$ cat config.mk
export PLATFORM = sky130hd
export DESIGN_NAME = dac_playback_ctrl
export DESIGN_NICKNAME = d
export VERILOG_FILES = /design/src/rtl/rfsoc_config.sv /design/src/rtl/dac_beat_counter.sv /design/src/rtl/dac_playback_ctrl.sv
export SDC_FILE = /design/constraint.sdc
export NUM_CORES = 2
export LEC_CHECK = 0
export ABC_AREA = 1
export BUFFER_PORTS_ARGS = -buffer_cell sky130_fd_sc_hd__buf_2
export CAP_MARGIN = 10
export CELL_PAD_IN_SITES_DETAIL_PLACEMENT = 0
export CELL_PAD_IN_SITES_GLOBAL_PLACEMENT = 1
export CORE_AREA = 2 2 446 448
export CTS_CLUSTER_DIAMETER = 40
export DETAILED_ROUTE_END_ITERATION = 7
export DIE_AREA = 0 0 448 450
export GPL_ROUTABILITY_DRIVEN = 1
export HOLD_SLACK_MARGIN = 0.05
export PLACE_DENSITY_LB_ADDON = 0.1
export SLEW_MARGIN = 20
export SYNTH_ARGS = -nofsm -noshare
export SYNTH_HDL_FRONTEND = slang
export SYNTH_SLANG_ARGS = --single-unit
$ cat constraint.sdc
create_clock -name clk -period 3.4 [get_ports clk]
set_clock_uncertainty 0.05 [all_clocks]
set_input_delay 0.34 -clock clk [delete_from_list [all_inputs] [get_ports clk]]
set_output_delay 0.34 -clock clk [all_outputs]
set_load 0.1 [all_outputs]
$ cat src/rtl/rfsoc_config.sv
`default_nettype none
// ============================================================================
//  Package     : rfsoc_config
//  Description : Shared types and defaults for the RFSoC DAC playback path.
//                Holds the playback state encoding, default datapath/counter
//                widths and a helper that picks the first non-empty phase of
//                a shot.
//  Revision    : 1.0 - initial release
// ============================================================================
package rfsoc_config;

    localparam int unsigned DEFAULT_DATA_W = 256;
    localparam int unsigned DEFAULT_CNT_W  = 32;
    localparam int unsigned DEFAULT_SHOT_W = 16;

    typedef enum logic [2:0] {
        ST_IDLE     = 3'd0,
        ST_PRE      = 3'd1,
        ST_RUN      = 3'd2,
        ST_POST     = 3'd3,
        ST_WAIT_LOW = 3'd4
    } pb_state_e;

    // First phase of a shot that actually has beats in it. A shot whose
    // phases are all empty collapses straight to WAIT_LOW.
    function automatic pb_state_e first_phase(input logic pre_nz,
                                              input logic run_nz,
                                              input logic post_nz);
        if (pre_nz)  return ST_PRE;
        if (run_nz)  return ST_RUN;
        if (post_nz) return ST_POST;
        return ST_WAIT_LOW;
    endfunction

endpackage : rfsoc_config
`default_nettype wire

$ cat src/rtl/dac_beat_counter.sv
`default_nettype none
// ============================================================================
//  Module      : dac_beat_counter
//  Description : Loadable down-counter used to count accepted DAC beats of one
//                playback phase. Saturates at zero instead of wrapping.
//  Ports       : clk, rst (async, active-low)
//                load_i / load_val_i : load a new count (has priority)
//                en_i                : decrement by one (stops at zero)
//                cnt_o               : current count
//                zero_o              : count is zero
//  Revision    : 1.0 - initial release
// ============================================================================
module dac_beat_counter
    import rfsoc_config::*;
#(
    parameter int unsigned CNT_W = DEFAULT_CNT_W
) (
    input  logic             clk,
    input  logic             rst,
    input  logic             load_i,
    input  logic [CNT_W-1:0] load_val_i,
    input  logic             en_i,
    output logic [CNT_W-1:0] cnt_o,
    output logic             zero_o
);

    logic [CNT_W-1:0] cnt_q;
    logic [CNT_W-1:0] cnt_d;

    always_comb begin
        cnt_d = cnt_q;
        if (load_i) begin
            cnt_d = load_val_i;
        end else if (en_i && (cnt_q != '0)) begin
            cnt_d = cnt_q - CNT_W'(1);
        end
    end

    always_ff @(posedge clk or negedge rst) begin
        if (!rst) begin
            cnt_q <= '0;
        end else begin
            cnt_q <= cnt_d;
        end
    end

    assign cnt_o  = cnt_q;
    assign zero_o = (cnt_q == '0);

endmodule : dac_beat_counter
`default_nettype wire

$ cat src/rtl/dac_playback_ctrl.sv
`default_nettype none
// ============================================================================
//  Module      : dac_playback_ctrl
//  Description : Triggered waveform playback into an RFSoC DAC stream. On a
//                trigger it plays cfg_shots framed shots, each made of
//                pre-delay zero beats, cycle_count waveform beats pulled from
//                the FIFO (optionally edge-masked) and post-delay zero beats.
//                Between runs the idle locking waveform is streamed.
//  Ports       : clk, rst (async, active-low)
//                s_axis_*        : waveform FIFO input (tready combinational)
//                m_axis_*        : DAC output stream (tvalid always 1)
//                trigger_in      : level start, must drop before re-arming
//                abort_in        : level abort of an active run
//                cfg_*           : run configuration, captured at start
//                loopback_valid  : consumed beat is being written back
//                busy / done     : not idle / one-cycle completion pulse
//                underrun        : sticky FIFO starvation seen in this run
//  Revision    : 1.0 - initial release
// ============================================================================
module dac_playback_ctrl
    import rfsoc_config::*;
#(
    parameter int unsigned DATA_W = DEFAULT_DATA_W,
    parameter int unsigned CNT_W  = DEFAULT_CNT_W,
    parameter int unsigned SHOT_W = DEFAULT_SHOT_W
) (
    input  logic              clk,
    input  logic              rst,
    input  logic [DATA_W-1:0] s_axis_tdata,
    input  logic              s_axis_tvalid,
    output logic              s_axis_tready,
    output logic [DATA_W-1:0] m_axis_tdata,
    output logic              m_axis_tvalid,
    input  logic              m_axis_tready,
    input  logic              trigger_in,
    input  logic              abort_in,
    input  logic [CNT_W-1:0]  cfg_cycle_count,
    input  logic [CNT_W-1:0]  cfg_pre_delay,
    input  logic [CNT_W-1:0]  cfg_post_delay,
    input  logic [SHOT_W-1:0] cfg_shots,
    input  logic [DATA_W-1:0] cfg_mask,
    input  logic              cfg_mask_en,
    input  logic [DATA_W-1:0] cfg_lock_wave,
    output logic              loopback_valid,
    output logic              busy,
    output logic              done,
    output logic              underrun
);

    localparam logic [CNT_W-1:0]  C_CNT_ONE  = CNT_W'(1);
    localparam logic [SHOT_W-1:0] C_SHOT_ONE = SHOT_W'(1);

    pb_state_e         state_q, state_d;
    logic [SHOT_W-1:0] shots_q, shots_d;
    logic              done_q, done_d;
    logic              underrun_q, underrun_d;

    // Captured configuration; a run never sees later cfg_* changes.
    logic [CNT_W-1:0]  len_q, pre_q, post_q;
    logic [DATA_W-1:0] mask_q, lock_q;
    logic              mask_en_q;

    logic              snap;
    logic              cnt_load;
    logic              pre_en, run_en, post_en;
    logic [CNT_W-1:0]  pre_ld, run_ld, post_ld;
    logic [CNT_W-1:0]  pre_cnt, run_cnt, post_cnt;
    logic              pre_zero, run_zero, post_zero;

    logic              beat;
    logic              in_shot;
    logic              abort_hit;
    logic              run_first, run_last;
    logic              phase_end;
    pb_state_e         phase_next;
    logic [DATA_W-1:0] run_beat;

    assign beat      = m_axis_tready;
    assign in_shot   = (state_q == ST_PRE) || (state_q == ST_RUN) || (state_q == ST_POST);
    assign abort_hit = in_shot && abort_in;

    // A new run loads the counters from the live cfg_* ports; later shots of
    // the same run reload them from the captured copies.
    assign pre_ld  = (state_q == ST_IDLE) ? cfg_pre_delay   : pre_q;
    assign run_ld  = (state_q == ST_IDLE) ? cfg_cycle_count : len_q;
    assign post_ld = (state_q == ST_IDLE) ? cfg_post_delay  : post_q;

    dac_beat_counter #(.CNT_W(CNT_W)) u_pre_cnt (
        .clk        (clk),
        .rst        (rst),
        .load_i     (cnt_load),
        .load_val_i (pre_ld),
        .en_i       (pre_en),
        .cnt_o      (pre_cnt),
        .zero_o     (pre_zero)
    );

    dac_beat_counter #(.CNT_W(CNT_W)) u_run_cnt (
        .clk        (clk),
        .rst        (rst),
        .load_i     (cnt_load),
        .load_val_i (run_ld),
        .en_i       (run_en),
        .cnt_o      (run_cnt),
        .zero_o     (run_zero)
    );

    dac_beat_counter #(.CNT_W(CNT_W)) u_post_cnt (
        .clk        (clk),
        .rst        (rst),
        .load_i     (cnt_load),
        .load_val_i (post_ld),
        .en_i       (post_en),
        .cnt_o      (post_cnt),
        .zero_o     (post_zero)
    );

    // The run counter starts at the full length, so "first" is count==len and
    // "last" is count==1. With a one-beat shot both hold; first wins below.
    assign run_first = (run_cnt == len_q);
    assign run_last  = (run_cnt == C_CNT_ONE);

    always_comb begin
        state_d    = state_q;
        shots_d    = shots_q;
        done_d     = 1'b0;
        underrun_d = underrun_q;
        snap       = 1'b0;
        cnt_load   = 1'b0;
        pre_en     = 1'b0;
        run_en     = 1'b0;
        post_en    = 1'b0;
        phase_end  = 1'b0;
        phase_next = ST_WAIT_LOW;

        case (state_q)
            ST_IDLE: begin
                if (trigger_in) begin
                    snap       = 1'b1;
                    cnt_load   = 1'b1;
                    underrun_d = 1'b0;
                    shots_d    = (cfg_shots == '0) ? C_SHOT_ONE : cfg_shots;
                    state_d    = first_phase(cfg_pre_delay != '0,
                                             cfg_cycle_count != '0,
                                             cfg_post_delay != '0);
                    // Every phase empty: the whole run completes at once.
                    done_d     = (state_d == ST_WAIT_LOW);
                end
            end
            ST_PRE: begin
                if (beat) begin
                    pre_en = 1'b1;
                    if (pre_zero || (pre_cnt == C_CNT_ONE)) begin
                        phase_end  = 1'b1;
                        phase_next = first_phase(1'b0, len_q != '0, post_q != '0);
                    end
                end
            end
            ST_RUN: begin
                if (beat) begin
                    run_en = 1'b1;
                    if (!s_axis_tvalid) begin
                        underrun_d = 1'b1;
                    end
                    if (run_zero || run_last) begin
                        phase_end  = 1'b1;
                        phase_next = first_phase(1'b0, 1'b0, post_q != '0);
                    end
                end
            end
            ST_POST: begin
                if (beat) begin
                    post_en = 1'b1;
                    if (post_zero || (post_cnt == C_CNT_ONE)) begin
                        phase_end = 1'b1;
                    end
                end
            end
            ST_WAIT_LOW: begin
                if (!trigger_in) begin
                    state_d = ST_IDLE;
                end
            end
            default: begin
                state_d = ST_IDLE;
            end
        endcase

        // End of a phase: either the next phase of this shot, the next shot,
        // or completion of the run.
        if (phase_end) begin
            if (phase_next != ST_WAIT_LOW) begin
                state_d = phase_next;
            end else if (shots_q > C_SHOT_ONE) begin
                shots_d  = shots_q - C_SHOT_ONE;
                cnt_load = 1'b1;
                state_d  = first_phase(pre_q != '0, len_q != '0, post_q != '0);
            end else begin
                state_d = ST_WAIT_LOW;
                done_d  = 1'b1;
            end
        end

        // Abort overrides everything, including a completion in this cycle.
        if (abort_hit) begin
            state_d    = ST_WAIT_LOW;
            shots_d    = shots_q;
            done_d     = 1'b0;
            underrun_d = underrun_q;
            cnt_load   = 1'b0;
            pre_en     = 1'b0;
            run_en     = 1'b0;
            post_en    = 1'b0;
        end
    end

    always_ff @(posedge clk or negedge rst) begin
        if (!rst) begin
            state_q    <= ST_IDLE;
            shots_q    <= '0;
            done_q     <= 1'b0;
            underrun_q <= 1'b0;
            len_q      <= '0;
            pre_q      <= '0;
            post_q     <= '0;
            mask_q     <= '0;
            mask_en_q  <= 1'b0;
            lock_q     <= '0;
        end else begin
            state_q    <= state_d;
            shots_q    <= shots_d;
            done_q     <= done_d;
            underrun_q <= underrun_d;
            if (snap) begin
                len_q     <= cfg_cycle_count;
                pre_q     <= cfg_pre_delay;
                post_q    <= cfg_post_delay;
                mask_q    <= cfg_mask;
                mask_en_q <= cfg_mask_en;
                lock_q    <= cfg_lock_wave;
            end
        end
    end

    always_comb begin
        run_beat = s_axis_tdata;
        if (!s_axis_tvalid) begin
            run_beat = '0;
        end else if (mask_en_q && run_first) begin
            run_beat = s_axis_tdata & mask_q;
        end else if (mask_en_q && run_last) begin
            run_beat = s_axis_tdata & ~mask_q;
        end
    end

    always_comb begin
        case (state_q)
            ST_IDLE:     m_axis_tdata = cfg_lock_wave;
            ST_RUN:      m_axis_tdata = run_beat;
            ST_WAIT_LOW: m_axis_tdata = lock_q;
            default:     m_axis_tdata = '0;
        endcase
    end

    assign s_axis_tready  = (state_q == ST_RUN) && m_axis_tready && !abort_in;
    assign loopback_valid = (state_q == ST_RUN) && s_axis_tvalid && s_axis_tready;
    assign m_axis_tvalid  = 1'b1;
    assign busy           = (state_q != ST_IDLE);
    assign done           = done_q;
    assign underrun       = underrun_q;

endmodule : dac_playback_ctrl
`default_nettype wire

==> report_table.html <==
<table>
<tr><th>Metric</th><th>Value</th></tr>
<tr><th colspan="2">Synth</th></tr>
<tr><td>Library cells used by synthesis</td><td>45</td></tr>
<tr><td>Post-synthesis share of cell area spent on xor and xnor gates</td><td>1.43%</td></tr>
<tr><td>Post-synthesis adder-cell area fraction</td><td>0.317%</td></tr>
<tr><td>Dominant cell type by area after synthesis</td><td>sky130_fd_sc_hd__dfrtp_1</td></tr>
<tr><td>Main combinational cell family by area after synthesis</td><td>simple AND/OR/NAND/NOR gates</td></tr>
<tr><td>Portion of netlist area occupied by mux cells</td><td>0%</td></tr>
<tr><td>Share of the synthesized area in the top cell type</td><td>41.9%</td></tr>
<tr><td>Synthesized instance count</td><td>6545</td></tr>
<tr><td>Main flop type after synthesis</td><td>sky130_fd_sc_hd__dfrtp_1</td></tr>
<tr><td>Synthesized area per cell</td><td>6.63 um^2</td></tr>
<tr><td>Total of flip-flops plus latches after synthesis</td><td>726</td></tr>
<tr><td>Share of the yosys chip area belonging to registers</td><td>41.9%</td></tr>
<tr><td>Leading post-synthesis cells by cell area</td><td>sky130_fd_sc_hd__dfrtp_1 (42%), sky130_fd_sc_hd__nand2_1 (19%), sky130_fd_sc_hd__o21ai_0 (12%), sky130_fd_sc_hd__inv_1 (8.7%), sky130_fd_sc_hd__nand3_1 (5.1%)</td></tr>
<tr><td>Library cell with the highest instance count after synthesis</td><td>sky130_fd_sc_hd__nand2_1</td></tr>
<tr><td>Simple-gate share of the synthesized area</td><td>27.8%</td></tr>
<tr><td>Share of synthesized registers carrying an async set or reset</td><td>100%</td></tr>
<tr><td>List of most frequent post-synthesis cells</td><td>sky130_fd_sc_hd__nand2_1 (2178), sky130_fd_sc_hd__o21ai_0 (1034), sky130_fd_sc_hd__inv_1 (1008), sky130_fd_sc_hd__dfrtp_1 (726), sky130_fd_sc_hd__nand3_1 (438)</td></tr>
<tr><td>Area of the mapped netlist</td><td>43400 um^2</td></tr>
<tr><td>Number of flops mapped to enable cells by yosys</td><td>0</td></tr>
<tr><td>Warnings from Yosys</td><td>0</td></tr>
<tr><td>Synthesized Nets</td><td>7443</td></tr>
<tr><td>Compound-Gate Fraction of Synth Area</td><td>16.0%</td></tr>
<tr><th colspan="2">Timing</th></tr>
<tr><td>Total of endpoints with negative setup slack in the final report</td><td>256</td></tr>
<tr><td>Min setup slack post-route</td><td>-416 ps</td></tr>
<tr><td>Tcrit/Tclk final</td><td>112%</td></tr>
<tr><td>Worst max-slew margin expressed relative to the limit</td><td>39.2%</td></tr>
<tr><td>Transition time of the tightest slew-check pin</td><td>912 ps</td></tr>
<tr><td>Final Hold Vio Count</td><td>0</td></tr>
<tr><td>Max-slew violation count</td><td>0</td></tr>
<tr><td>Setup repair after global routing missed its margin</td><td>true</td></tr>
<tr><td>Min cycle time layout</td><td>3820 ps</td></tr>
<tr><td>Final worst hold slack</td><td>148 ps</td></tr>
<tr><td>FMAX</td><td>262 MHz</td></tr>
<tr><th colspan="2">Worst setup path</th></tr>
<tr><td>Kind of capture point of the worst setup path</td><td>output pin</td></tr>
<tr><td>CP arrival</td><td>3430 ps</td></tr>
<tr><td>Timing startpoint of the critical path</td><td>len_q[23]</td></tr>
<tr><td>Maximum fanout encountered on the critical timing path</td><td>6</td></tr>
<tr><td>Critical path start-end classification</td><td>register to output pin</td></tr>
<tr><td>Worst Setup Start Kind</td><td>register</td></tr>
<tr><td>Start of the worst register-to-register path</td><td>len_q[21]</td></tr>
<tr><td>Worst Path Required</td><td>3010 ps</td></tr>
<tr><th colspan="2">Global route</th></tr>
<tr><td>All-Layer GR Usage</td><td>25.4%</td></tr>
<tr><td>Maximum number of pins on one net before global-route repair</td><td>163</td></tr>
<tr><td>Global-route wire length before repair</td><td>373 mm</td></tr>
<tr><td>Number of antenna violations at the first check in global routing</td><td>126</td></tr>
<tr><td>Overall overflow remaining after global route</td><td>0</td></tr>
<tr><td>Number of global-route vias before repair</td><td>52000</td></tr>
<tr><th colspan="2">Status</th></tr>
<tr><td>Run status</td><td>finished with violations</td></tr>
<tr><td>Violations in the final reports</td><td>setup timing</td></tr>
<tr><th colspan="2">Drt</th></tr>
<tr><td>Post-DRT Antenna Nets</td><td>0</td></tr>
<tr><td>Via-per-instance ratio</td><td>4.57</td></tr>
<tr><td>Overall routed net length</td><td>266 mm</td></tr>
<tr><td>Total number of vias</td><td>51800</td></tr>
<tr><td>Number of iterations in the first detailed-routing pass</td><td>6</td></tr>
<tr><td>DRC violations left</td><td>0</td></tr>
<tr><td>Average wire per standard cell</td><td>23.4 um</td></tr>
<tr><td>First DRT Iteration DRCs</td><td>3582</td></tr>
<tr><th colspan="2">Cells and area</th></tr>
<tr><td>Cell Count, Final, Fillers Out</td><td>11300</td></tr>
<tr><td>Layout filler cell count</td><td>21000</td></tr>
<tr><td>Final standard cell area without fillers</td><td>74500 um^2</td></tr>
<tr><td>Layout cell share with drive strength beyond 1</td><td>26.8%</td></tr>
<tr><td>Combined flip-flop and latch cell area</td><td>18200 um^2</td></tr>
<tr><td>Area occupied by multi-input gates</td><td>21600 um^2</td></tr>
<tr><td>Layout net count</td><td>9378</td></tr>
<tr><td>Area grow syn2layout</td><td>71.7%</td></tr>
<tr><th colspan="2">Power</th></tr>
<tr><td>Internal power of the cells</td><td>38.4 mW</td></tr>
<tr><td>Switching power as a share of total power</td><td>49.1%</td></tr>
<tr><td>Peak supply drop</td><td>0.777 mV</td></tr>
<tr><td>Power share of the clock group</td><td>25.0%</td></tr>
<tr><td>Psw</td><td>37.0 mW</td></tr>
<tr><td>Power per cell area</td><td>1010 nW/um^2</td></tr>
<tr><td>Portion of total power attributed to combinational logic</td><td>54.9%</td></tr>
<tr><td>Leakage dissipation</td><td>34.7 nW</td></tr>
<tr><td>Part of the total power dissipated in sequential elements</td><td>20.1%</td></tr>
<tr><th colspan="2">Floorplan</th></tr>
<tr><td>Total number of placement rows</td><td>163</td></tr>
<tr><td>Floorplan die height</td><td>450 um</td></tr>
<tr><td>Die outline area</td><td>202000 um^2</td></tr>
<tr><td>Initial Utilization</td><td>22.1%</td></tr>
<tr><td>Ports placed on the boundary</td><td>1149</td></tr>
<tr><td>Die extent in x</td><td>448 um</td></tr>
<tr><td>Placeable Area</td><td>197000 um^2</td></tr>
<tr><th colspan="2">CTS</th></tr>
<tr><td>TritonCTS clock tree</td><td>done</td></tr>
<tr><td>Clk Tree Root Cell</td><td>sky130_fd_sc_hd__clkbuf_16</td></tr>
<tr><td>Reg clk slew, reported paths</td><td>50 ps</td></tr>
<tr><td>Max Root-Sink Buffers</td><td>3</td></tr>
<tr><td>H-tree lvl count</td><td>4</td></tr>
<tr><td>Clock insertion delay at the later pin of the skew report</td><td>810 ps</td></tr>
<tr><td>Cts bufs inserted</td><td>203</td></tr>
<tr><td>Clock sinks</td><td>726</td></tr>
<tr><th colspan="2">Placed design</th></tr>
<tr><td>DP Wirelength</td><td>189 mm</td></tr>
<tr><td>Placed insts</td><td>10100</td></tr>
<tr><td>Cell Area, Placed</td><td>55100 um^2</td></tr>
<tr><td>GPL Wtd Cong</td><td>0.923</td></tr>
<tr><td>PortBufs</td><td>1147</td></tr>
<tr><th colspan="2">Worst hold path</th></tr>
<tr><td>Worst min-delay path class</td><td>input pin to register</td></tr>
<tr><td>Hold path start</td><td>abort_in</td></tr>
<tr><th colspan="2">Run</th></tr>
<tr><td>Max-cap viol count</td><td>0</td></tr>
</table>
## final cells by class
cell class | instances | share of cell area (%)
multi-input cells | 4423 | 29.0
clock buffers | 300 | 8.04
clock inverters | 70 | 1.00
inverters | 1017 | 5.14
flip-flops and latches | 726 | 24.4
repair buffers | 2109 | 27.8
diodes | 54 | 0.181
well taps | 2640 | 4.44
## cells in the final DEF (no fill, tap or decap), types with 51 or more instances in the layout
master                          netlist  layout
sky130_fd_sc_hd__nand2_1           2178    1909
sky130_fd_sc_hd__o21ai_0           1034    1032
sky130_fd_sc_hd__inv_1             1008    1001
sky130_fd_sc_hd__buf_2               95     890
sky130_fd_sc_hd__dfrtp_1            726     718
sky130_fd_sc_hd__dlygate4sd3_1        0     628
sky130_fd_sc_hd__nand3_1            438     400
sky130_fd_sc_hd__buf_12               0     320
sky130_fd_sc_hd__nand2_2              2     256
sky130_fd_sc_hd__clkbuf_16            0     217
sky130_fd_sc_hd__nor2_1             207     194
sky130_fd_sc_hd__buf_4                6     147
sky130_fd_sc_hd__a21oi_1            280     144
sky130_fd_sc_hd__a21oi_2              0     118
sky130_fd_sc_hd__diode_2              0      54
sky130_fd_sc_hd__xor2_1              52      51
## path summary, 6_finish.rpt
path,to,slack [ps],cells after the start
max in group asynchronous,mask_q[40],2230,4
worst min-delay path,shots_q[2],150,6
worst max-delay path,m_axis_tdata[105],-420,16
worst min register to register,u_pre_cnt.cnt_o[29],460,2
worst max register to register,u_pre_cnt.cnt_o[25],10,23
min in group asynchronous,mask_q[232],190,3
## routing by layer
layer	part of all wire, %	GRT usage (%)
met1	42	31.4
met2	48	42.8
met3	5.5	5.56
met4	4.0	9.64
met5	0.13	0
## critical path, cell delays in order, from the launching register on
cell                      delay [ps]
sky130_fd_sc_hd__dfrtp_1         400
sky130_fd_sc_hd__xor2_1          170
sky130_fd_sc_hd__nor4_1          300
sky130_fd_sc_hd__buf_4           170
sky130_fd_sc_hd__nand4_1         140
sky130_fd_sc_hd__nor2_4          210
sky130_fd_sc_hd__nand2_8         130
sky130_fd_sc_hd__inv_12          110
sky130_fd_sc_hd__buf_16          150
sky130_fd_sc_hd__buf_12          120
sky130_fd_sc_hd__buf_8           100
sky130_fd_sc_hd__buf_12          120
sky130_fd_sc_hd__buf_12          110
sky130_fd_sc_hd__a21oi_2          40
sky130_fd_sc_hd__nand2_1          70
sky130_fd_sc_hd__nand2_2          70
sky130_fd_sc_hd__buf_12          170
## what timing repair did
item | in CTS | in global routing
endpoints found under the setup margin | 256 | 312
endpoints found under the hold margin | 1217 | 0
buffers inserted | 89 | 24
hold buffers | 629 | 0
resized for setup | 756 | 349
pin swaps | 106 | 205
cloned | 43 | 12
## state kept, by name (all words and copies together) (netlist names)
name,count
lock_q,256
post_q,32
pre_q,32
u_post_cnt.cnt_o,32
mask_en_q,1
shots_q,16
mask_q,256
len_q,32
u_pre_cnt.cnt_o,32
state_q,3
u_run_cnt.cnt_o,32
done,1
underrun,1
## metrics by stage
stage	setup TNS, ps	power, mW	utilization (%)	setup WS [ps]
global route	-136980	79.7	37.9	-624
finish	-79060	75.4	37.9	-416
detailed placement	-212	52.3	28.0	-126
CTS	-92390	75.3	37.1	-488
floorplan	0	39.2	-	391
global placement	-246	52.3	28.0	-145
## kinds of logic after synthesis
kind of cell | after synthesis
other cells | 1
flops | 726
buf+inv | 1396
fa+ha+maj | 11
simple gates | 2972
xor+xnor | 71
compound gates | 1368
## power by group through the flow
| stage | Clock [mW] | Combinational, mW | Sequential (mW) |
|---|---|---|---|
| final | 18.9 | 41.4 | 15.2 |
| after global routing | 19.8 | 44.2 | 15.7 |
| after CTS | 19.3 | 40.9 | 15.1 |
| after detailed placement | 0 | 37.2 | 15.1 |
| after global placement | 0 | 37.2 | 15.1 |
| after floorplan | 0 | 24.7 | 14.5 |
(Power assumes the default switching activity.)
